## src/rtl/mdu_iter_if.sv

```systemverilog
// EX-stage <-> iterative multiply/divide unit connection.
// The EX side is the master and the arithmetic unit is the slave.
interface mdu_iter_if #(
  parameter int WIDTH = 32
);
  logic             start;
  logic             cancel;
  logic [2:0]       op;
  logic [WIDTH-1:0] opa;
  logic [WIDTH-1:0] opb;
  logic [WIDTH-1:0] hi_i;
  logic [WIDTH-1:0] lo_i;
  logic             busy;
  logic             ready;
  logic [WIDTH-1:0] result_hi;
  logic [WIDTH-1:0] result_lo;
  logic             div_by_zero;

  modport master (
    output start, cancel, op, opa, opb, hi_i, lo_i,
    input  busy, ready, result_hi, result_lo, div_by_zero
  );

  modport slave (
    input  start, cancel, op, opa, opb, hi_i, lo_i,
    output busy, ready, result_hi, result_lo, div_by_zero
  );
endinterface

```

## src/rtl/mdu_iter.sv

```systemverilog
// Radix-2 iterative MULT/DIV/MADD/MSUB unit, signed and unsigned, one bit per cycle.
// Signed operands are reduced to magnitudes up front and the signs are fixed in a single FIX cycle.
module mdu_iter #(
  parameter int WIDTH = 32
) (
  input logic       clk,
  input logic       rst,
  mdu_iter_if.slave bus
);
  localparam int CW = (WIDTH > 1) ? $clog2(WIDTH) : 1;

  typedef enum logic [1:0] {IDLE, RUN, FIX, DONE} state_t;

  state_t             state_reg, state_next;
  logic               busy_reg, busy_next;
  logic               ready_reg, ready_next;
  logic [2:0]         op_reg;
  logic               sa_reg, sb_reg;
  logic [CW-1:0]      cnt_reg;
  logic [2*WIDTH-1:0] acc_reg;
  logic [2*WIDTH-1:0] mcand_reg;
  logic [WIDTH-1:0]   mplier_reg;
  logic [2*WIDTH-1:0] addend_reg;
  logic [WIDTH-1:0]   res_hi_reg, res_lo_reg;
  logic               dbz_reg;

  logic               signed_in, is_div_in, accept, div0_in;
  logic [WIDTH-1:0]   opa_mag, opb_mag;
  logic               is_div_reg;
  logic [2*WIDTH-1:0] acc_mul;
  logic [WIDTH:0]     div_shift;
  logic [WIDTH+1:0]   div_diff;
  logic               q_bit;
  logic [2*WIDTH-1:0] acc_div;
  logic               unused_div_bits;
  logic [2*WIDTH-1:0] prod_fix, mac_fix, fix_res;
  logic [WIDTH-1:0]   quo_fix, rem_fix;

  assign signed_in = ~bus.op[0];
  assign is_div_in = (bus.op[2:1] == 2'b01);
  assign accept    = (state_reg == IDLE) && bus.start && !bus.cancel;
  assign div0_in   = accept && is_div_in && (bus.opb == '0);
  // Negating the most negative value wraps to 2^(W-1), which is exactly its unsigned magnitude.
  assign opa_mag   = (signed_in && bus.opa[WIDTH-1]) ? -bus.opa : bus.opa;
  assign opb_mag   = (signed_in && bus.opb[WIDTH-1]) ? -bus.opb : bus.opb;
  assign is_div_reg = (op_reg[2:1] == 2'b01);

  // Multiply step: mcand_reg already carries the shift for this multiplier bit.
  assign acc_mul = acc_reg + (mplier_reg[0] ? mcand_reg : '0);

  // Restoring divide step on {remainder, dividend/quotient}; mplier_reg holds the divisor.
  assign div_shift = acc_reg[2*WIDTH-1:WIDTH-1];
  assign div_diff  = {1'b0, div_shift} - {2'b00, mplier_reg};
  assign q_bit     = ~div_diff[WIDTH+1];
  assign acc_div   = {(q_bit ? div_diff[WIDTH-1:0] : div_shift[WIDTH-1:0]),
                      acc_reg[WIDTH-2:0], q_bit};
  // The partial remainder is always below the divisor, so these top bits are never needed.
  assign unused_div_bits = div_diff[WIDTH] ^ div_shift[WIDTH];

  always_comb begin
    prod_fix = (sa_reg ^ sb_reg) ? -acc_reg : acc_reg;
    mac_fix  = op_reg[1] ? (addend_reg - prod_fix) : (addend_reg + prod_fix);
    quo_fix  = (sa_reg ^ sb_reg) ? -acc_reg[WIDTH-1:0] : acc_reg[WIDTH-1:0];
    rem_fix  = sa_reg ? -acc_reg[2*WIDTH-1:WIDTH] : acc_reg[2*WIDTH-1:WIDTH];
    if (is_div_reg)
      fix_res = {rem_fix, quo_fix};
    else if (op_reg[2])
      fix_res = mac_fix;
    else
      fix_res = prod_fix;
  end

  always_ff @(posedge clk) begin
    if (rst) begin
      state_reg <= IDLE;
      busy_reg  <= 1'b0;
      ready_reg <= 1'b0;
    end else begin
      state_reg <= state_next;
      busy_reg  <= busy_next;
      ready_reg <= ready_next;
    end
  end

  always_comb begin
    state_next = state_reg;
    if (bus.cancel) begin
      state_next = IDLE;
    end else begin
      case (state_reg)
        IDLE:    if (bus.start) state_next = (is_div_in && bus.opb == '0) ? DONE : RUN;
        RUN:     if (cnt_reg == CW'(WIDTH - 1)) state_next = FIX;
        FIX:     state_next = DONE;
        DONE:    state_next = IDLE;
        default: state_next = IDLE;
      endcase
    end
  end

  always_comb begin
    busy_next  = (state_next == RUN) || (state_next == FIX);
    ready_next = (state_next == DONE);
  end

  always_ff @(posedge clk) begin
    if (rst) begin
      op_reg     <= '0;
      sa_reg     <= 1'b0;
      sb_reg     <= 1'b0;
      cnt_reg    <= '0;
      acc_reg    <= '0;
      mcand_reg  <= '0;
      mplier_reg <= '0;
      addend_reg <= '0;
      res_hi_reg <= '0;
      res_lo_reg <= '0;
      dbz_reg    <= 1'b0;
    end else begin
      if (accept) begin
        op_reg     <= bus.op;
        sa_reg     <= signed_in & bus.opa[WIDTH-1];
        sb_reg     <= signed_in & bus.opb[WIDTH-1];
        cnt_reg    <= '0;
        addend_reg <= {bus.hi_i, bus.lo_i};
        mplier_reg <= opb_mag;
        if (is_div_in) begin
          acc_reg   <= {{WIDTH{1'b0}}, opa_mag};
          mcand_reg <= '0;
        end else begin
          acc_reg   <= '0;
          mcand_reg <= {{WIDTH{1'b0}}, opa_mag};
        end
        if (div0_in) begin
          res_hi_reg <= bus.opa;
          res_lo_reg <= '1;
          dbz_reg    <= 1'b1;
        end
      end else if (state_reg == RUN && !bus.cancel) begin
        cnt_reg <= cnt_reg + CW'(1);
        if (is_div_reg) begin
          acc_reg <= acc_div;
        end else begin
          acc_reg    <= acc_mul;
          mcand_reg  <= mcand_reg << 1;
          mplier_reg <= mplier_reg >> 1;
        end
      end else if (state_reg == FIX && !bus.cancel) begin
        res_hi_reg <= fix_res[2*WIDTH-1:WIDTH];
        res_lo_reg <= fix_res[WIDTH-1:0];
        dbz_reg    <= 1'b0;
      end
    end
  end

  assign bus.busy        = busy_reg;
  assign bus.ready       = ready_reg;
  assign bus.result_hi   = res_hi_reg;
  assign bus.result_lo   = res_lo_reg;
  assign bus.div_by_zero = dbz_reg;
endmodule

```

## src/flat_wrapper.sv

```systemverilog
// flat-port wrapper written by rule: the top's interface ports become plain ports
module mdu_iter_flat 
#(
  parameter int WIDTH = 32
)
  (clk, rst, bus_start, bus_cancel, bus_op, bus_opa, bus_opb, bus_hi_i, bus_lo_i, bus_busy, bus_ready, bus_result_hi, bus_result_lo, bus_div_by_zero);
  mdu_iter_if #(.WIDTH(WIDTH)) bus_i ();
  input logic clk;
  input logic rst;
  input wire logic [$bits(bus_i.start)-1:0] bus_start;
  input wire logic [$bits(bus_i.cancel)-1:0] bus_cancel;
  input wire logic [$bits(bus_i.op)-1:0] bus_op;
  input wire logic [$bits(bus_i.opa)-1:0] bus_opa;
  input wire logic [$bits(bus_i.opb)-1:0] bus_opb;
  input wire logic [$bits(bus_i.hi_i)-1:0] bus_hi_i;
  input wire logic [$bits(bus_i.lo_i)-1:0] bus_lo_i;
  output wire logic [$bits(bus_i.busy)-1:0] bus_busy;
  output wire logic [$bits(bus_i.ready)-1:0] bus_ready;
  output wire logic [$bits(bus_i.result_hi)-1:0] bus_result_hi;
  output wire logic [$bits(bus_i.result_lo)-1:0] bus_result_lo;
  output wire logic [$bits(bus_i.div_by_zero)-1:0] bus_div_by_zero;
  assign bus_i.start = bus_start;
  assign bus_i.cancel = bus_cancel;
  assign bus_i.op = bus_op;
  assign bus_i.opa = bus_opa;
  assign bus_i.opb = bus_opb;
  assign bus_i.hi_i = bus_hi_i;
  assign bus_i.lo_i = bus_lo_i;
  assign bus_busy = bus_i.busy;
  assign bus_ready = bus_i.ready;
  assign bus_result_hi = bus_i.result_hi;
  assign bus_result_lo = bus_i.result_lo;
  assign bus_div_by_zero = bus_i.div_by_zero;
  mdu_iter #(.WIDTH(WIDTH)) u_core (.clk(clk), .rst(rst), .bus(bus_i));
endmodule
```

## config.mk

```make
export PLATFORM = sky130hd
export DESIGN_NAME = mdu_iter_flat
export DESIGN_NICKNAME = d
export VERILOG_FILES = /design/src/rtl/mdu_iter_if.sv /design/src/rtl/mdu_iter.sv /design/src/flat_wrapper.sv
export SDC_FILE = /design/constraint.sdc
export NUM_CORES = 1
export LEC_CHECK = 0
export BUFFER_PORTS_ARGS = -buffer_cell sky130_fd_sc_hd__buf_4
export CORE_MARGIN = 8
export CORE_UTILIZATION = 57
export CTS_BUF_LIST = sky130_fd_sc_hd__clkbuf_8
export CTS_CLUSTER_DIAMETER = 60
export DETAILED_ROUTE_END_ITERATION = 8
export GPL_ROUTABILITY_DRIVEN = 0
export HOLD_SLACK_MARGIN = 0.03
export PLACE_DENSITY = 0.76
export SETUP_SLACK_MARGIN = 0.4
export SKIP_CTS_REPAIR_TIMING = 1
export SYNTH_ARGS = -nofsm -noshare
export SYNTH_HDL_FRONTEND = slang
export SYNTH_SLANG_ARGS = --single-unit
export TNS_END_PERCENT = 5
```

## constraint.sdc

```tcl
create_clock -name clk -period 10.44 [get_ports clk]
set_input_delay 1.044 -clock clk [delete_from_list [all_inputs] [get_ports clk]]
set_output_delay 1.044 -clock clk [all_outputs]
set_load 0.1 [all_outputs]
```

# Word-level counts from Yosys, hierarchy flattened
# Cells that the tools add are included.
dict set report word_totals {
  regBits 303
  elab_cells 97
}
dict set report classes {
  muxes 38
  n_bitwise 5
  addsub 10
  n_reduce_logical 18
  eq_ne 12
}
# operator count
set ops {}
lappend ops {{$mux W64} 11}
lappend ops {{$mux W32} 18}
lappend ops {{$add A64 B64 Y64} 2}
lappend ops {{$neg A32 Y32} 4}
lappend ops {{$neg A64 Y64} 1}
lappend ops {{$sub A64 B64 Y64} 1}
lappend ops {{$sub A33 B32 Y34} 1}
lappend ops {{$logic_not A32 Y1} 1}
lappend ops {{$logic_and A1 B1 Y1} 9}
lappend ops {{$eq A2 B1 Y1 const B} 4}
lappend ops {{$eq A2 B2 Y1 const B} 4}
lappend ops {{$mux W2} 4}
lappend ops {{$pmux W2 S4} 1}
lappend ops {{$add A5 B1 Y5 const B} 1}
lappend ops {{$eq A5 B5 Y1 const B} 1}
lappend ops {{$mux W1} 4}
lappend ops {{$ne A2 B1 Y1 const B} 2}
lappend ops {{$reduce_bool A2 Y1} 2}
lappend ops {{$reduce_and A3 Y1} 1}
lappend ops {{$and A1 B1 Y1} 2}
lappend ops {{$logic_not A2 Y1} 1}
lappend ops {{$ne A2 B2 Y1 const B} 1}
lappend ops {{$not A1 Y1} 2}
lappend ops {{$reduce_and A2 Y1} 1}
lappend ops {{other kinds (4)} 4}

# Longest topological paths before layout
dict set report logic_depth {
  depth_word 9
  depth_mapped 30
  mapped_depth_nobuf 27
}

# Least setup slack after synthesis
# No wires, ideal clock.
dict set report synth_timing {
  path_type {reg-to-reg}
  startpoint {register u_core.acc_reg[0]}
  endpoint {register u_core.res_hi_reg[31] (netlist: u_core.bus.result_hi[31])}
  required_time_ns 10.344
  n_path_buf 4
  path_slack_ns 3.851
  period_less_slack_ns 6.589
  t_arrival_ns 6.493
  setup_time_ns 0.096
  path_stages_with_launch 31
  cell_sequence {dfxtp_1 buf_2 inv_1 ha_1 or4b_2 clkbuf_1 nor4_1 o21a_1 o21ai_0 nor3b_1 nand4_1 nor4_2 and3_1 buf_4 nor2_1 xor2_1 ha_1 clkbuf_1 nand4_1 inv_1 nand2_1 or4_1 a31o_2 a41oi_1 a211oi_1 a211oi_1 xor2_1 xnor2_1 o31ai_1 a21oi_1 o41ai_2}
}
dict set report synth_between {
  elab_chain_cells 9
  word_cells_on_any_way 10
}
# item line_no
set synth_lines {}
lappend synth_lines {{start: declaration} mdu_iter.sv:20} ;# logic [2*WIDTH-1:0] acc_reg;
lappend synth_lines {{start signal: assignment} mdu_iter.sv:127} ;# acc_reg <= {{WIDTH{1'b0}}, opa_mag};
lappend synth_lines {{start signal: assignment} mdu_iter.sv:141} ;# acc_reg <= acc_div;
lappend synth_lines {{start signal: assignment} mdu_iter.sv:143} ;# acc_reg <= acc_mul;
lappend synth_lines {{$neg A64 Y64} mdu_iter.sv:61} ;# prod_fix = (sa_reg ^ sb_reg) ? -acc_reg : acc_reg;
lappend synth_lines {{$mux W64 *} mdu_iter.sv:61}
lappend synth_lines {{$add A64 B64 Y64 / $sub A64 B64 Y64 (equally long branches)} mdu_iter.sv:62} ;# mac_fix = op_reg[1] ? (addend_reg - prod_fix) : (addend_reg + prod_fix);
lappend synth_lines {{$mux W64} mdu_iter.sv:62}
lappend synth_lines {{$mux W64 *} mdu_iter.sv:67} ;# else if (op_reg[2])
lappend synth_lines {{$mux W64 *} mdu_iter.sv:65} ;# if (is_div_reg)
lappend synth_lines {{$mux W32 *} mdu_iter.sv:147} ;# end else if (state_reg == FIX && !bus.cancel) begin
lappend synth_lines {{$mux W32 *} mdu_iter.sv:138} ;# end else if (state_reg == RUN && !bus.cancel) begin
lappend synth_lines {{$mux W32 *} mdu_iter.sv:119} ;# if (accept) begin
lappend synth_lines {{end signal: assignment} mdu_iter.sv:134} ;# res_hi_reg <= bus.opa;
lappend synth_lines {{end signal: assignment} mdu_iter.sv:148} ;# res_hi_reg <= fix_res[2*WIDTH-1:WIDTH];
lappend synth_lines {{end: declaration} mdu_iter.sv:24} ;# logic [WIDTH-1:0] res_hi_reg, res_lo_reg;
# Mark *: on every way between the ends. The rest lies on a longest branch, timed or not. The select of a mux whose other input is x is not followed.
# A chain may end at the register's enable or synchronous reset.

# Worst setup path in the final report
dict set report layout_timing {
  startpoint {register u_core.acc_reg[1]}
  endpoint {register u_core.res_hi_reg[31] (netlist: u_core.bus.result_hi[31])}
}
# Same word-level chain as after synthesis.

==> impl_metrics.toml <==
[power]
power-per-cell-area_mw_per_mm2 = 125.5
power_uw = 3735
p_switching_uw = 1444
combPwrFrac = 0.377
internal_power_uw = 2291
ir_drop_v = 0.00008765
pwr-share-clk = 0.295
sequentialPowerShare = 0.327
leakagePower_uw = 0.01233
netSwitchingFraction = 0.3867

[critical_path]
reg2reg_to = "u_core.bus.result_hi[31]"
cpLargestDelayFamily = "simple AND/OR/NAND/NOR gates"
setup.reg_to_reg.worst_slack_ns = 2.42
crit_arrival_ns = 8.58
crit_path_max_fanout = 11
critPathRequiredTime_ns = 11.00
critPathBufInv = 2
crit_path_start = "u_core.acc_reg[1]"
cp_slowest_cell = "or4b_2"
cpPeakStageDelay_ns = 0.79
worstSetupStartpointType = "register"
reg2reg_from = "u_core.acc_reg[1]"
cp-end-kind = "register"
ff2ff_path_depth = 26
crit_type = "reg -> reg"

[grt]
grt_pass1_vias = 25914
antenna_found_initial = 5
grt_first_pass_wirelength_um = 144300
grt_max_degree = 134
overflow = 0
grt_usage = 0.3291

[floorplan]
core.rowCount = 80
die-area_mm2 = 0.05473
dieWidth_um = 234.0
core_area_mm2 = 0.04735
die_height_um = 234.0
start_util = 0.5719
ios = 202

[clocking]
cts.clk_slew.worst_paths_ns = 0.07
cts_root_buf = "clkbuf_8"
cts-htree-levels = 2
cts-buffers-inserted = 53
clock_path_buffers = 3
cts_tree = "yes"
worstSkewPairLatency_ns = 0.67
clock-sinks = 302

[synthesis]
synth_top_cell_area_share = 0.2233
yosysUniqueCellTypes = 90
synth_most_common_cell = "nand2_1"
syn_inst = 3816
syn_nets = 4119
synth_edf_count = 0
ys.flop_type = "dfxtp_1"
netlist_area_mm2 = 0.02708
synth_commonest_cells = "nand2_1 (566), a21oi_1 (424), nor2_1 (358), dfxtp_1 (302), clkbuf_1 (226)"
synth_top_area_cell = "dfxtp_1"
synthTopCellsByArea = "dfxtp_1 (22%), nand2_1 (7.8%), a21oi_1 (7.8%), ha_1 (7.6%), xor2_1 (5.8%)"
yosysWarnings = 0
async_flop_share = 0
ys_seq_elements = 302
syn_area_per_cell_um2 = 7.096
ys_seq_area_frac = 0.2233

[layout]
layout.nets = 4148
layout-drive-gt1-share = 0.09644
syn_to_final_growth_pct = 9.898

[sta]
clock_skew_ns = 0.02432
finalHoldViolations = 0
rsz0062_at_grt = "false"
finalCriticalPeriod_ns = 8.018
worstMarginPinSlew_ns = 1.288
setup_slack_ns = 2.422
timing.final.crit_share = 0.7680
max_freq_mhz = 124.7
setup_viol = 0
drv_slew = 0
finalSetupTns_ns = 0
maxSlewHeadroom = 0.1394
fin_hold_ws_ns = 0.4571

[route]
ant_nets = 0
wl_per_cell_um = 20.96
vias_per_cell = 6.389
drc_errors = 0
drt_iter0_drc = 3671
num_vias = 28720
first_pass_iters = 8
wl_um = 94230

[job]
drv_cap = 0

[worst_hold_path]
hold_path_depth = 2
min_from = "u_core.mcand_reg[40]"
hp-class = "reg -> reg"
min_to = "u_core.mcand_reg[41]"

[place]
dpl.hpwl_um = 69870
pre_cts_ws_ns = 2.637
portBuffers = 201

[status]
status = "complete, no violations"
## cells in the final DEF, fill, tap and decap left out, drive strengths merged, types with 86 or more instances in the layout
cell,instances
nand2,566
a21oi,424
nor2,358
dfxtp,302
buf,236
o21ai,211
xor2,180
xnor2,175
ha,165
inv,104
a21o,95
and2,87
nor3,86
## power groups by stage
stage	clock (µW)	sequential, µW	combinational [µW]
floorplan	0	1230	1040
CTS	1110	1220	1370
global route	1170	1230	1530
detailed placement	0	1250	1370
global placement	0	1240	1360
finish	1100	1220	1410
## stage by stage
stage                     area (µm²)  utilization  std cells
after CTS                      29750       0.6284       4493
after global placement         28740       0.6069       4405
after detailed placement       28740       0.6069       4405
after floorplan                27080            -       3816
after global routing           29750       0.6285       4494
final                          29760       0.6285       4495
## tightest hold or removal path, delay by kind of cell (launching register included)
family | cells | cell delay [ns]
DFF | 1 | 0.31
and+or+nand+nor | 1 | 0.05
AOI/OAI and AO/OA | 1 | 0.05
## routing by layer
metal	up-vias	share of wire	routed length, µm	global-route usage
met5	-	0.00031	29	0
met1	13254	0.41	38770	0.4376
met4	4	0.055	5146	0.1676
met3	301	0.12	11120	0.07645
li1	13707	-	-	-
met2	1454	0.42	39160	0.4938
## cells by family (layout without fill, tap and decap cells)
| kind of cell | count (synthesis) | after routing | share of synthesized area |
|---|---|---|---|
| compound gates | 1178 | 1178 | 0.2764 |
| buf+inv | 350 | 412 | 0.04940 |
| flops | 302 | 302 | 0.2233 |
| mux | 29 | 29 | 0.01091 |
| xor+xnor | 355 | 355 | 0.1151 |
| other cells | 0 | 2 | 0 |
| simple gates | 1434 | 1434 | 0.2465 |
| fa+ha+maj | 168 | 168 | 0.07846 |
## layout make-up
cell class | instances | area (µm²)
multi-input cells | 3164 | 19790
inverters | 87 | 326.6
well taps | 615 | 769.5
repair buffers | 237 | 1798
clock inverters | 24 | 136.4
clock buffers | 64 | 880.8
fillers | 4440 | 17590
flip-flops and latches | 302 | 6053
diodes | 2 | 5.005
## worst max path at each step
| stage | to | slack (ns) | cells past startpoint |
|---|---|---|---|
| after global routing | u_core.bus.result_hi[31] | 2.01 | 26 |
| final | u_core.bus.result_hi[31] | 2.42 | 26 |
| after floorplan | u_core.bus.result_hi[31] | 3.85 | 30 |
| after CTS | u_core.bus.result_hi[31] | 2.56 | 26 |
| after detailed placement | u_core.bus.result_hi[31] | 2.64 | 27 |
| after global placement | u_core.bus.result_hi[31] | 2.81 | 26 |
Note: power is estimated with default switching activity, not from simulation.
